### src/rtl/dmem_arbiter.sv
// Data-memory arbiter: shares one single-port RAM between the CPU and a host loader,
// and decodes two CPU-visible I/O words (stdout byte FIFO and a sticky halt flag).
module dmem_arbiter #(
  parameter int STARVE_LIMIT = 3,
  parameter int TXFIFO_DEPTH = 4
) (
  input  logic        i_clk,
  input  logic        i_rst,
  input  logic        i_clk_en,
  input  logic        i_cpu_req,
  input  logic        i_cpu_wr,
  input  logic [23:0] i_cpu_addr,
  input  logic [31:0] i_cpu_wdata,
  output logic [31:0] o_cpu_rdata,
  output logic        o_cpu_wait,
  input  logic        i_host_req,
  input  logic        i_host_wr,
  input  logic [23:0] i_host_addr,
  input  logic [31:0] i_host_wdata,
  output logic [31:0] o_host_rdata,
  output logic        o_host_ack,
  output logic        o_ram_cs,
  output logic        o_ram_wr,
  output logic [23:0] o_ram_addr,
  output logic [31:0] o_ram_wdata,
  input  logic [31:0] i_ram_rdata,
  output logic [7:0]  o_tx_data,
  output logic        o_tx_valid,
  input  logic        i_tx_ready,
  output logic        o_halt
);

  localparam int PTR_W = (TXFIFO_DEPTH > 1) ? $clog2(TXFIFO_DEPTH) : 1;
  localparam int CNT_W = $clog2(TXFIFO_DEPTH + 1);
  localparam int STV_W = (STARVE_LIMIT > 0) ? $clog2(STARVE_LIMIT + 1) : 1;
  localparam logic [CNT_W-1:0] FIFO_FULL  = CNT_W'(TXFIFO_DEPTH);
  localparam logic [STV_W-1:0] STARVE_MAX = STV_W'(STARVE_LIMIT);
  localparam logic [23:0] ADDR_STDOUT = 24'hFFFFFE;
  localparam logic [23:0] ADDR_HALT   = 24'hFFFFFF;

  logic [STV_W-1:0] starve_cnt;
  logic             halt_q;
  logic             cpu_rd_p1;
  logic             cpu_io_p1;
  logic             host_busy_p1;
  logic             host_rd_p1;
  logic [31:0]      io_rdata_p1;
  logic [7:0]       fifo_mem [TXFIFO_DEPTH];
  logic [PTR_W-1:0] wr_ptr;
  logic [PTR_W-1:0] rd_ptr;
  logic [CNT_W-1:0] fifo_cnt;

  logic cpu_is_io, host_is_io, cpu_live, cpu_ram, host_elig, host_ram;
  logic forced, grant_host, grant_cpu, fifo_full, stdout_wr, halt_wr;
  logic push, pop;

  // Request decode and grant selection
  always_comb begin
    cpu_is_io  = (i_cpu_addr == ADDR_STDOUT) || (i_cpu_addr == ADDR_HALT);
    host_is_io = (i_host_addr == ADDR_STDOUT) || (i_host_addr == ADDR_HALT);
    cpu_live   = i_cpu_req && !halt_q;
    cpu_ram    = cpu_live && !cpu_is_io;
    // While the host's access is completing (ack cycle) its held request is not re-granted.
    host_elig  = i_host_req && !host_busy_p1;
    host_ram   = host_elig && !host_is_io;
    forced     = (starve_cnt == STARVE_MAX);
    grant_host = host_ram && (!cpu_ram || forced);
    grant_cpu  = cpu_ram && !grant_host;
    fifo_full  = (fifo_cnt == FIFO_FULL);
    stdout_wr  = cpu_live && i_cpu_wr && (i_cpu_addr == ADDR_STDOUT);
    halt_wr    = cpu_live && i_cpu_wr && (i_cpu_addr == ADDR_HALT);
    push       = i_clk_en && stdout_wr && !fifo_full;
    pop        = i_clk_en && o_tx_valid && i_tx_ready;
  end

  assign o_cpu_wait  = (i_cpu_req && halt_q) || (cpu_ram && grant_host) || (stdout_wr && fifo_full);
  assign o_ram_cs    = i_clk_en && (grant_host || grant_cpu);
  assign o_ram_wr    = o_ram_cs && (grant_host ? i_host_wr : i_cpu_wr);
  assign o_ram_addr  = grant_host ? i_host_addr : i_cpu_addr;
  assign o_ram_wdata = grant_host ? i_host_wdata : i_cpu_wdata;

  // Control state: owner registers, starvation counter, halt flag, FIFO pointers
  always_ff @(posedge i_clk) begin
    if (i_rst) begin
      starve_cnt   <= '0;
      halt_q       <= 1'b0;
      cpu_rd_p1    <= 1'b0;
      cpu_io_p1    <= 1'b0;
      host_busy_p1 <= 1'b0;
      host_rd_p1   <= 1'b0;
      wr_ptr       <= '0;
      rd_ptr       <= '0;
      fifo_cnt     <= '0;
    end else if (i_clk_en) begin
      cpu_rd_p1    <= grant_cpu && !i_cpu_wr;
      cpu_io_p1    <= cpu_live && cpu_is_io && !i_cpu_wr;
      host_busy_p1 <= grant_host || (host_elig && host_is_io);
      host_rd_p1   <= grant_host && !i_host_wr;
      if (host_ram && !grant_host)
        starve_cnt <= forced ? starve_cnt : starve_cnt + 1'b1;
      else
        starve_cnt <= '0;
      if (halt_wr)
        halt_q <= 1'b1;
      if (push)
        wr_ptr <= wr_ptr + 1'b1;
      if (pop)
        rd_ptr <= rd_ptr + 1'b1;
      if (push && !pop)
        fifo_cnt <= fifo_cnt + 1'b1;
      else if (pop && !push)
        fifo_cnt <= fifo_cnt - 1'b1;
    end
  end

  // Data path: FIFO storage and I/O read value, qualified by the control registers above
  always_ff @(posedge i_clk) begin
    if (i_clk_en) begin
      if (push)
        fifo_mem[wr_ptr] <= i_cpu_wdata[7:0];
      io_rdata_p1 <= (i_cpu_addr == ADDR_STDOUT) ? {{(32-CNT_W){1'b0}}, fifo_cnt}
                                                 : {31'b0, halt_q};
    end
  end

  assign o_cpu_rdata  = cpu_rd_p1 ? i_ram_rdata : (cpu_io_p1 ? io_rdata_p1 : 32'h0);
  assign o_host_rdata = host_rd_p1 ? i_ram_rdata : 32'h0;
  assign o_host_ack   = host_busy_p1 && i_clk_en;
  assign o_tx_data    = fifo_mem[rd_ptr];
  assign o_tx_valid   = (fifo_cnt != '0);
  assign o_halt       = halt_q;

endmodule

### config.mk
export PLATFORM = sky130hd
export DESIGN_NAME = dmem_arbiter
export DESIGN_NICKNAME = d
export VERILOG_FILES = /design/src/rtl/dmem_arbiter.sv
export SDC_FILE = /design/constraint.sdc
export NUM_CORES = 1
export LEC_CHECK = 0
export BUFFER_PORTS_ARGS = -buffer_cell sky130_fd_sc_hd__buf_2
export CAP_MARGIN = 0
export CORE_ASPECT_RATIO = 1.75
export CORE_UTILIZATION = 28
export CTS_CLUSTER_DIAMETER = 200
export DETAILED_ROUTE_END_ITERATION = 8
export GPL_TIMING_DRIVEN = 0
export PLACE_DENSITY_LB_ADDON = 0.2
export SYNTH_ARGS = -nofsm -noshare
export SYNTH_HDL_FRONTEND = slang
export SYNTH_SLANG_ARGS = --single-unit
### constraint.sdc
create_clock -name i_clk -period 4.72 [get_ports i_clk]
set_input_delay 0.472 -clock i_clk [delete_from_list [all_inputs] [get_ports i_clk]]
set_output_delay 0.472 -clock i_clk [all_outputs]
set_load 0.02 [all_outputs]
==> metrics.md <==
| Metric | Value |
|---|---|
| Crit Path Class | input port to output port |
| Hold/Removal Path Class | input port to register |
| Syn-to-layout area delta | 50.7% |
| Cell Chain, Critical Path | buf_2 > nand4_1 > nor4_4 > nand2_2 > a21boi_4 > buf_6 > buf_12 > mux2_4 > buf_2 |
| Status | finished, final reports clean |
| Post-Syn Area | 0.00351 sq mm |
| Startpoint class of the critical path | input port |
| DIE AREA | 0.0130 sq mm |
| Metal3 WL | 703 um |
| Clk_skew | 0.00589 ns |
| PwrDens | 216 mW/mm^2 |
| Initial DRC Count | 57 |
| Share of layout cells above drive strength 1 | 62.5% |
| CTS Hold Bufs | 0 |
| GPL Wtd Cong | 0.846 |
| Setup TNS | 0 ns |
| Min Tclk post-route | 2.90 ns |
| Area of the core | 0.0121 sq mm |
| Diode count | 0 |
| Die width | 86.6 um |
| Commonest non-fill, non-tap cell in the layout | buf_2 |
| Largest net degree at the start of global routing | 19 |
| Sw frac | 28.2% |
| Final hold vios | 0 |
| Distinct cells, synth | 45 |
| Register area share after synthesis | 39.1% |
| TritonCTS Buffers | 5 |
| Clk pwr share | 32.3% |
| Power Internal | 819 uW |
| FF+latch count, synth | 51 |
| Port buffer count | 284 |
| Post-Synthesis Cells | 302 |
| DR WL/cell | 14.7 um |
| Bufs and invs on worst path | 4 |
| Sink Count | 51 |
| Die Y | 150 um |
| Reg clk slew, reported paths | 0.07 ns |
| MaxCap Viol Count | 0 |
| Router iterations before antenna repair | 4 |
| Sw Pwr | 322 uW |
| Final setup viols | 0 |
| FMAX | 344 MHz |
| Root Buffer | clkbuf_16 |
| Final wirelength | 11200 um |
| Static leakage | 0.00257 uW |
| First-pass GRT wire length | 16500 um |
| Rows | 53 |
| Vias per cell | 4.61 |
| Most frequent cells in the layout | 284 x buf_2, 70 x and2_1, 39 x mux2_2 |
| Slew headroom | 51.5% |
| GRT Overall Usage | 16.5% |
| Largest stage delay, worst path | 0.41 ns |
| Max-slew violations | 0 |
| RSZ-0062 raised after global routing | no |
| Antenna Nets Post-Route | 0 |
| Final setup margin | 1.82 ns |
| Worst path most repeated cell | buf_2 |
| Worst-Skew Late Latency | 0.29 ns |
| Via Count | 3500 |
| Initial Util | 28.9% |
| Seq. cell area | 0.00137 sq mm |
| DRT met1 WL | 4170 um |
| Final net count | 752 |
| Slew at the pin closest to its max-slew limit | 0.728 ns |
| Overflow left after global routing | 0 |
| Worst VDD drop | 0.158 mV |
| Tcrit/Tclk final | 61.5% |
| Vias in the first global route | 3501 |
| HPWL Detailed | 9580 um |
| IO Count | 286 |
| Filler cells | 1191 |
| Crit-path slowest cell | nor4_4 |
| Postcts setup bufs | 0 |
| Multi-input logic area | 0.00200 sq mm |
| Combinational share of power | 25.7% |
| Worst-path fanout max | 10 |
| Residual DRC | 0 |
| Max Used Layer | met4 |
| Arrival time at the worst endpoint | 2.43 ns |
| Crit. End Element | output port |
| H-tree levels | 2 |
| Syn. warnings | 0 |
| CP delay by family, top | simple AND/OR/NAND/NOR gates |
| Post-CTS Resized | 0 |
| Required time of the critical path | 4.25 ns |
| Initial antenna violation count | 0 |
| Flop pwr share | 42.1% |
| Wire length on met2 | 6120 um |
| CTS tree | built |
| Syn nets | 461 |
| Synth Area per Inst | 11.6 sq um |
| Post-Place Setup Slack | 1.75 ns |
| Buffer depth of the longest clock path | 2 |
## power by group through the flow
stage                     Sequential, uW  Clock [uW]  Combinational, uW
after floorplan                      490           0                163
after detailed placement             490           0                294
after CTS                            480         375                295
after global placement               490           0                289
final                                480         368                293
after global routing                 480         390                314
## cell families (layout without fill, tap and decap cells)
family | count (synthesis) | in the layout | synth area share [%]
and+or+nand+nor | 129 | 129 | 22.3
muxes | 67 | 67 | 25.9
DFF | 51 | 51 | 39.1
buffers and inverters | 23 | 315 | 3.93
AOI/OAI and AO/OA | 19 | 19 | 4.50
adders and majority gates | 7 | 7 | 2.71
xor gates and xnor gates | 6 | 6 | 1.50
## metrics by stage
stage	util, %	hold slack, ns	std cells	area [sq um]	power [uW]
floorplan	-	0.446	302	3510	652
global placement	42.3	0.473	751	5130	779
detailed placement	42.3	0.489	751	5130	784
CTS	43.6	0.400	759	5290	1150
global route	43.6	0.411	759	5290	1180
finish	43.6	0.405	759	5290	1140
## final timing paths
path / slack (ns) / startpoint / endpoint / cells after the start
worst min register to register: 0.49 / cpu_io_p1 / cpu_io_p1 / 2
worst min-delay path: 0.40 / i_cpu_wdata[4] / fifo_mem[2][4] / 1
worst max-delay path: 1.82 / i_cpu_addr[23] / o_ram_wdata[22] / 9
worst max register to register: 2.30 / o_halt / fifo_cnt[2] / 11
## flip-flops by register name (all words and copies together) (netlist names), 2 cells and up, named ones only
signal / count
io_rdata_p1: 3
fifo_mem: 32
starve_cnt: 2
fifo_cnt: 3
rd_ptr: 2
wr_ptr: 2
## worst register-to-register path, stage by stage (launching register included)
cell and delay, ns:
dfxtp_1 0.35, nor2b_1 0.23, and2_1 0.21, nand4_1 0.23
inv_1 0.21, ha_1 0.21, inv_1 0.07, fa_1 0.38
xnor2_1 0.14, nand2_1 0.08, xor2_1 0.15, nor2_1 0.05
## cell usage after synthesis (all sizes together)
library cell	number	area [sq um]
and2	70	438
mux2	57	709
edfxtp	35	1050
dfxtp	16	320
nor2	14	52.6
nand4	12	75.1
clkbuf	10	37.5
buf	8	81.3
mux4	8	180
nand2	7	28.8
ha	6	75.1
inv	5	18.8
nand2b	5	31.3
nand3	5	25.0
nor2b	5	31.3
a21oi	4	20.0
nor3b	4	30.0
a22o	3	26.3
xnor2	3	26.3
xor2	3	26.3
a21boi	2	30.0
mux2i	2	20.0
nor4	2	33.8
or3b	2	17.5
a211oi	1	7.51
a21o	1	7.51
a31o	1	8.76
a41oi	1	8.76
fa	1	20.0
nand3b	1	7.51
nor3	1	5.00
o21a	1	7.51
o22ai	1	6.26
o311a	1	10.0
o31a	1	8.76
o31ai	1	7.51
o32ai	1	8.76
or3	1	6.26
## metal layers
metal	global-route usage, %	vias to the layer above
met2	32.5	167
met5	0	-
met3	2.65	11
li1	-	1671
met4	5.83	0
met1	17.0	1651
## cell type report
class	instances	share of cell area [%]
clock buffers	5	2.37
multi-input cells	228	37.8
flip-flops and latches	51	25.9
plain buffers	18	2.25
repair buffers	284	26.9
clock inverters	3	0.497
inverters	5	0.355
well taps	165	3.91
Power figures use the tool's default switching activity.
